### src/rtl/fsm_pkg.sv
// Shared constants for the traffic-control input path: field geometry,
// field indices within the pad bus and the default debounce depth.
`default_nettype none

package fsm_pkg;
  localparam int FIELD_W          = 2;
  localparam int N_FIELDS         = 4;
  localparam int F_G1             = 0;
  localparam int F_G2             = 1;
  localparam int F_A              = 2;
  localparam int F_P              = 3;
  localparam int DEBOUNCE_DEFAULT = 4;
endpackage

`default_nettype wire

### src/rtl/field_debounce.sv
// Debounces one 2-bit request field: a new value is forwarded only after it
// has been seen on DEBOUNCE_CYCLES consecutive enabled samples.
`default_nettype none

module field_debounce
  import fsm_pkg::*;
#(
  parameter int DEBOUNCE_CYCLES = DEBOUNCE_DEFAULT
) (
  input  logic               clk,
  input  logic               reset,
  input  logic               en,
  input  logic [FIELD_W-1:0] din,
  output logic [FIELD_W-1:0] dout,
  output logic               chg
);

  localparam int CNT_W = ($clog2(DEBOUNCE_CYCLES) < 1) ? 1 : $clog2(DEBOUNCE_CYCLES);
  // The candidate load is sample 1, so the final sample arrives when cnt
  // already holds DEBOUNCE_CYCLES-2.
  localparam logic [CNT_W-1:0] CNT_LAST = CNT_W'(DEBOUNCE_CYCLES - 2);

  logic [FIELD_W-1:0] cand_q, cand_d;
  logic [CNT_W-1:0]   cnt_q, cnt_d;
  logic [FIELD_W-1:0] out_q, out_d;
  logic               chg_q, chg_d;

  always_comb begin
    cand_d = cand_q;
    cnt_d  = cnt_q;
    out_d  = out_q;
    chg_d  = 1'b0;
    if (en) begin
      if (din != cand_q) begin
        cand_d = din;
        cnt_d  = '0;
      end else if (cand_q != out_q) begin
        if (cnt_q == CNT_LAST) begin
          out_d = cand_q;
          chg_d = 1'b1;
        end else begin
          cnt_d = cnt_q + 1'b1;
        end
      end
    end
  end

  always_ff @(posedge clk) begin
    if (reset) begin
      cand_q <= '0;
      cnt_q  <= '0;
      out_q  <= '0;
      chg_q  <= 1'b0;
    end else begin
      cand_q <= cand_d;
      cnt_q  <= cnt_d;
      out_q  <= out_d;
      chg_q  <= chg_d;
    end
  end

  assign dout = out_q;
  assign chg  = chg_q;

endmodule

`default_nettype wire

### src/rtl/input_conditioner.sv
// Synchronises the raw pad bus into clk and debounces each 2-bit request
// field independently before it reaches the traffic-control FSM.
`default_nettype none

module input_conditioner
  import fsm_pkg::*;
#(
  parameter int DEBOUNCE_CYCLES = DEBOUNCE_DEFAULT
) (
  input  logic                        clk,
  input  logic                        reset,
  input  logic                        en,
  input  logic [FIELD_W*N_FIELDS-1:0] ui_in,
  output logic [FIELD_W-1:0]          G1,
  output logic [FIELD_W-1:0]          G2,
  output logic [FIELD_W-1:0]          A,
  output logic [FIELD_W-1:0]          P,
  output logic [N_FIELDS-1:0]         chg
);

  logic [FIELD_W*N_FIELDS-1:0] s1_q, s1_d;
  logic [FIELD_W*N_FIELDS-1:0] s2_q, s2_d;
  logic [FIELD_W-1:0]          field_out [N_FIELDS];

  // The synchroniser keeps running while en is low so that re-enabling
  // never consumes stale pad values.
  always_comb begin
    s1_d = ui_in;
    s2_d = s1_q;
  end

  always_ff @(posedge clk) begin
    if (reset) begin
      s1_q <= '0;
      s2_q <= '0;
    end else begin
      s1_q <= s1_d;
      s2_q <= s2_d;
    end
  end

  for (genvar f = 0; f < N_FIELDS; f++) begin : g_field
    field_debounce #(
      .DEBOUNCE_CYCLES(DEBOUNCE_CYCLES)
    ) u_field_debounce (
      .clk  (clk),
      .reset(reset),
      .en   (en),
      .din  (s2_q[FIELD_W*f +: FIELD_W]),
      .dout (field_out[f]),
      .chg  (chg[f])
    );
  end

  assign G1 = field_out[F_G1];
  assign G2 = field_out[F_G2];
  assign A  = field_out[F_A];
  assign P  = field_out[F_P];

endmodule

`default_nettype wire

### config.mk
export PLATFORM = sky130hd
export DESIGN_NAME = input_conditioner
export DESIGN_NICKNAME = d
export VERILOG_FILES = /design/src/rtl/fsm_pkg.sv /design/src/rtl/field_debounce.sv /design/src/rtl/input_conditioner.sv
export SDC_FILE = /design/constraint.sdc
export NUM_CORES = 1
export LEC_CHECK = 0
export BUFFER_PORTS_ARGS = -buffer_cell sky130_fd_sc_hd__buf_2
export CAP_MARGIN = 20
export CORE_MARGIN = 2
export CORE_UTILIZATION = 45
export CTS_BUF_LIST = sky130_fd_sc_hd__clkbuf_8
export DETAILED_ROUTE_END_ITERATION = 12
export PLACE_DENSITY = 0.73
export RECOVER_POWER = 100
export SYNTH_ARGS = -nofsm -noshare
export SYNTH_HDL_FRONTEND = slang
export SYNTH_SLANG_ARGS = --single-unit
### constraint.sdc
create_clock -name clk -period 3.1 [get_ports clk]
set_clock_uncertainty 0.05 [all_clocks]
set_input_delay 0.31 -clock clk [delete_from_list [all_inputs] [get_ports clk]]
set_output_delay 0.31 -clock clk [all_outputs]
set_load 0.01 [all_outputs]
==> results.json, run 1 <==
{
  "status": "completed",
  "cp_data_required_time_ns": 3.19,
  "crit_arrival_ns": 2.01,
  "grt_pass1_wl_microns": 4700,
  "vias": 1199,
  "totalWireLength_microns": 2700,
  "clk_latency_ns": 0.30,
  "dp_hpwl_microns": 1950,
  "finalHoldViolations": 0,
  "worst_slew_pin_slew_ns": 1.15,
  "multi_input_area_sq_um": 880,
  "core.rowCount": 23,
  "cts_hold_buf": 0,
  "cts.htree.levels": 2,
  "diodes": 0,
  "slew_headroom_pct": 23.5,
  "overflow": 0,
  "synth_seq_cells": 44,
  "maxCapViolations": 0,
  "cp_max_fo": 29,
  "cts_sinks": 44,
  "core_area_sq_um": 4000,
  "area_growth_pct": 9.12,
  "cts_resized": 0,
  "layout_common_cells": "dfxtp_1 (44), nor2_1 (25), mux2i_1 (16), nor2b_1 (16), clkbuf_1 (14)",
  "fin_nets": 215,
  "syn_nets": 195,
  "root_buffer": "clkbuf_8",
  "die_area_sq_um": 4710,
  "post_route_cells_drive_above_1_share_pct": 15.4,
  "fp.dieW_microns": 68.6,
  "track_usage_pct": 13.7,
  "vias_per_cell": 4.78,
  "setup_viol": 0,
  "grt_antenna_before_repair": 0,
  "register_area_sq_um": 881,
  "num_io_pins": 23,
  "yosysWarningCount": 0,
  "leakagePower_nw": 0.802,
  "p_per_area_nw_per_um2": 502,
  "first_iter_violations": 28,
  "layout_commonest_cell": "dfxtp_1",
  "clk_pin_slew_ns": 0.08,
  "endpoint_kind": "flip-flop",
  "crit_type": "in -> reg",
  "maxSlewViolCount": 0,
  "cts_tree": "done",
  "max_freq_ghz": 0.521,
  "drc": 0,
  "ant_nets": 0,
  "avgSynthCellArea_sq_um": 10.4,
  "postCtsSetupBuffers": 0,
  "ys_types": 28,
  "cts_buffers": 5,
  "gp_congestion": 0.724,
  "syn-cell-area_sq_um": 1880,
  "die_y_microns": 68.6,
  "avgRoutedWirePerCell_microns": 10.7,
  "fillCellCount": 375,
  "worst_setup_path_start_kind": "input port",
  "grt_max_degree": 30,
  "hold_class": "in -> reg",
  "grt_pass1_vias": 1070,
  "utilization_pct": 51.3,
  "fin_crit_sh_pct": 61.9,
  "synth_cells": 180,
  "start_util_pct": 47.0,
  "cts_buffer_depth": 2,
  "dr.pass1.iters": 4,
  "ir_drop_mv": 0.347,
  "fin_tns_setup_ns": 0,
  "ys_seq_area_share_pct": 46.9,
  "rsz0062_at_grt": "no",
  "port-buffer-count": 22,
  "layout_min_cycle_time_ns": 1.92
}
-- stage by stage --
step	worst slack (ns)	cells	hold slack, ns	power [mW]	cell area (sq um)
after floorplan	1.87	180	0.364	0.658	1880
after global placement	1.62	243	0.368	0.673	2000
after detailed placement	1.61	243	0.370	0.675	2000
after CTS	1.70	251	0.154	1.05	2100
after global routing	0.913	251	0.159	1.08	2050
final	1.18	251	0.166	1.03	2050
-- where the power goes --
part / switching (mW) / internal, mW
Clock: 0.193 / 0.180
Combinational: 0.0411 / 0.0298
Sequential: 0.00758 / 0.578
Total: 0.241 / 0.788
-- critical path, cell delays in order --
cell	delay, ns
clkbuf_1	0.66
clkbuf_1	0.92
nor2_1	0.11
-- kinds of logic (layout without fill, tap and decap cells) --
group           after synthesis  in the layout  share of synthesized area (%)
simple gates                 73             73                           21.6
fa+ha+maj                     4              4                           2.66
flops                        44             44                           46.9
buf+inv                      15             36                           4.99
mux                          16             16                           8.52
compound gates               12             12                           7.86
xor+xnor                     16             16                           7.46
-- final cells by class --
cell class,count,share of cell area [%]
inverters,5,1.59
clock buffers,6,4.03
well taps,50,3.05
clock inverters,2,0.732
repair buffers,23,4.76
flip-flops and latches,44,43.0
multi-input cells,121,42.9
-- synthesized netlist by cell type --
master / n / area (sq um)
dfxtp_1: 44 / 881
nor2_1: 24 / 90.1
mux2i_1: 16 / 160
nor2b_1: 16 / 100
xnor2_1: 8 / 70.1
xor2_1: 8 / 70.1
nand2_1: 6 / 22.5
and4_1: 4 / 35.0
buf_4: 4 / 30.0
ha_1: 4 / 50.1
inv_1: 4 / 15.0
nand2b_1: 4 / 25.0
nand3_1: 4 / 20.0
nand4_1: 4 / 25.0
nor2_2: 4 / 25.0
nor3_2: 4 / 40.0
o32ai_2: 4 / 65.1
o31ai_1: 3 / 22.5
buf_1: 2 / 7.51
clkbuf_1: 2 / 7.51
nand2_2: 2 / 12.5
o2bb2ai_1: 2 / 17.5
o2bb2ai_2: 2 / 30.0
buf_2: 1 / 5.00
buf_6: 1 / 11.3
bufinv_8: 1 / 17.5
nor2_4: 1 / 11.3
o31ai_2: 1 / 12.5
-- state kept, by name (all words and copies together) (netlist names) --
signal,count
g_field.u_field_debounce.cand_q,8
g_field.u_field_debounce.chg,4
g_field.u_field_debounce.cnt_q,8
g_field.u_field_debounce.dout,8
s1_q,8
s2_q,8
-- layer usage --
layer	global-route usage [%]	vias up	routed length, microns
met5	0	-	0
met4	7.50	0	46
met3	4.38	4	106
met2	20.2	21	1170
met1	17.8	534	1370
li1	-	640	-
-- path summary, 6_finish.rpt --
path / startpoint / slack, ns / cells after the start / to
max: reset / 1.18 / 3 / g_field[0].u_field_debounce.dout[1]
min: ui_in[6] / 0.17 / 2 / s1_q[6]
max reg2reg: g_field[3].u_field_debounce.cnt_q[0] / 1.59 / 6 / g_field[3].u_field_debounce.dout[0]
min reg2reg: s1_q[5] / 0.39 / 1 / s2_q[5]
No activity file was read; power rests on OpenSTA's default activity.
==> run 2, diff against run 1 <==
==> constraint.sdc (replaced) <==
create_clock -name clk -period 1.8 [get_ports clk]
set_clock_uncertainty 0.05 [all_clocks]
set_input_delay 0.18 -clock clk [delete_from_list [all_inputs] [get_ports clk]]
set_output_delay 0.18 -clock clk [all_outputs]
set_load 0.01 [all_outputs]
==> results.json, run 2 (same netlist as run 1, synthesis figures left out) <==
{
  "status": "completed",
  "layout_common_cells": "dfxtp_1 (44), nor2_1 (26), mux2i_1 (16), nor2b_1 (16), clkbuf_1 (13)",
  "vias": 1220,
  "overflow": 0,
  "crit_type": "reg -> reg",
  "placed_cells": 245,
  "diodes": 0,
  "cts_resized": 0,
  "cts_tree": "done",
  "start_util_pct": 47.0,
  "fp.dieW_microns": 68.6,
  "maxSlewViolCount": 0,
  "use_met2_pct": 21.8,
  "area_growth_pct": 9.85,
  "ant_nets": 0,
  "totalWireLength_microns": 2810,
  "drc": 0,
  "finalHoldViolations": 0,
  "dr.pass1.iters": 4,
  "grt_pass1_wl_microns": 5020,
  "setup_ws_ns": 0.307,
  "register_area_sq_um": 881,
  "reg2reg_slack_ns": 0.31,
  "instances_no_fill": 253,
  "grt_antenna_before_repair": 0,
  "cts_sinks": 44,
  "grt_pass1_vias": 1117,
  "cp_max_fo": 3,
  "clk_pin_slew_ns": 0.09,
  "layout_commonest_cell": "dfxtp_1",
  "multi_input_area_sq_um": 863,
  "grt_max_degree": 28,
  "busiest_layer": "met2",
  "slowest_delay_ns": 0.32,
  "cts_hold_buf": 0,
  "worst_setup_path_start_kind": "flip-flop",
  "postCtsSetupBuffers": 0,
  "dp_hpwl_microns": 2030,
  "cts_buffers": 5,
  "max_freq_ghz": 0.670,
  "setup_viol": 0,
  "post_route_cells_drive_above_1_share_pct": 15.3,
  "gp_congestion": 0.731,
  "grtUsageMet3_pct": 4.38,
  "fin_nets": 217,
  "endpoint_kind": "flip-flop",
  "core.rowCount": 23,
  "clk_latency_ns": 0.30,
  "fin_tns_setup_ns": 0,
  "cp_cell_sequence": "inv_1 > ha_1 > nand2_2 > nor3_1 > mux2i_1 > nor2_1",
  "ir_drop_mv": 0.583,
  "die_area_sq_um": 4710,
  "avgRoutedWirePerCell_microns": 11.1,
  "cts_buffer_depth": 2,
  "pre_cts_ws_ns": 0.460,
  "cp_data_required_time_ns": 1.89,
  "fillCellCount": 388,
  "track_usage_pct": 14.3,
  "vias_per_cell": 4.82,
  "crit_slowest_cell": "dfxtp_1",
  "port-buffer-count": 22,
  "die_y_microns": 68.6,
  "grt_use_met1_pct": 18.8,
  "crit_arrival_ns": 1.58,
  "maxCapViolations": 0,
  "num_io_pins": 23,
  "whs_ns": 0.0396,
  "cts.htree.levels": 2,
  "slew_headroom_pct": 28.0,
  "fin_crit_sh_pct": 82.9,
  "hold_class": "in -> reg",
  "first_iter_violations": 49,
  "p_per_area_nw_per_um2": 908,
  "core_area_sq_um": 4000,
  "leakagePower_nw": 0.821,
  "total_power_mw": 1.87,
  "worst_slew_pin_slew_ns": 1.08,
  "layout_min_cycle_time_ns": 1.49,
  "rsz0062_at_grt": "no",
  "root_buffer": "clkbuf_8"
}
[run 2: final timing paths]
| kind | cells past startpoint | end | startpoint |
|---|---|---|---|
| hold reg to reg | 1 | s2_q[6] | s1_q[6] |
| hold / removal | 2 | s1_q[6] | ui_in[6] |
| setup reg to reg | 6 | g_field[0].u_field_debounce.dout[0] | g_field[0].u_field_debounce.cnt_q[0] |
| setup / recovery | 6 | g_field[0].u_field_debounce.dout[0] | g_field[0].u_field_debounce.cnt_q[0] |
[run 2: final cells by class]
type                    count  share of cell area, %
inverters                   5                   1.58
multi-input cells         121                   41.8
clock buffers               5                   3.33
well taps                  50                   3.03
flip-flops and latches     44                   42.7
clock inverters             3                   2.06
repair buffers             25                   5.52
[run 2: metal layers]
layer / part of all wire (%) / up-vias
met5: 0 / -
met4: 2.1 / 0
met3: 4.3 / 4
met2: 43 / 24
met1: 51 / 544
li1: - / 648
[run 2: through the flow]
stage / instance area (sq um) / util, %
floorplan: 1880 / -
global placement: 2010 / 50.3
detailed placement: 2010 / 50.3
CTS: 2120 / 53.1
global route: 2060 / 51.6
finish: 2060 / 51.6
[run 2: worst max-delay path: cells and delay by family (launching register included)]
| family | cells | cell delay (ns) |
|---|---|---|
| adders and majority gates | 1 | 0.22 |
| DFF | 1 | 0.32 |
| muxes | 1 | 0.25 |
| and+or+nand+nor | 3 | 0.42 |
| buffers and inverters | 1 | 0.07 |
[run 2: where the power goes]
| group | switching (mW) | internal, mW | leakage, nW |
|---|---|---|---|
| combinational | 0.0715 | 0.0538 | 0.409 |
| sequential | 0.0134 | 0.996 | 0.358 |
| clock | 0.329 | 0.410 | 0.0541 |
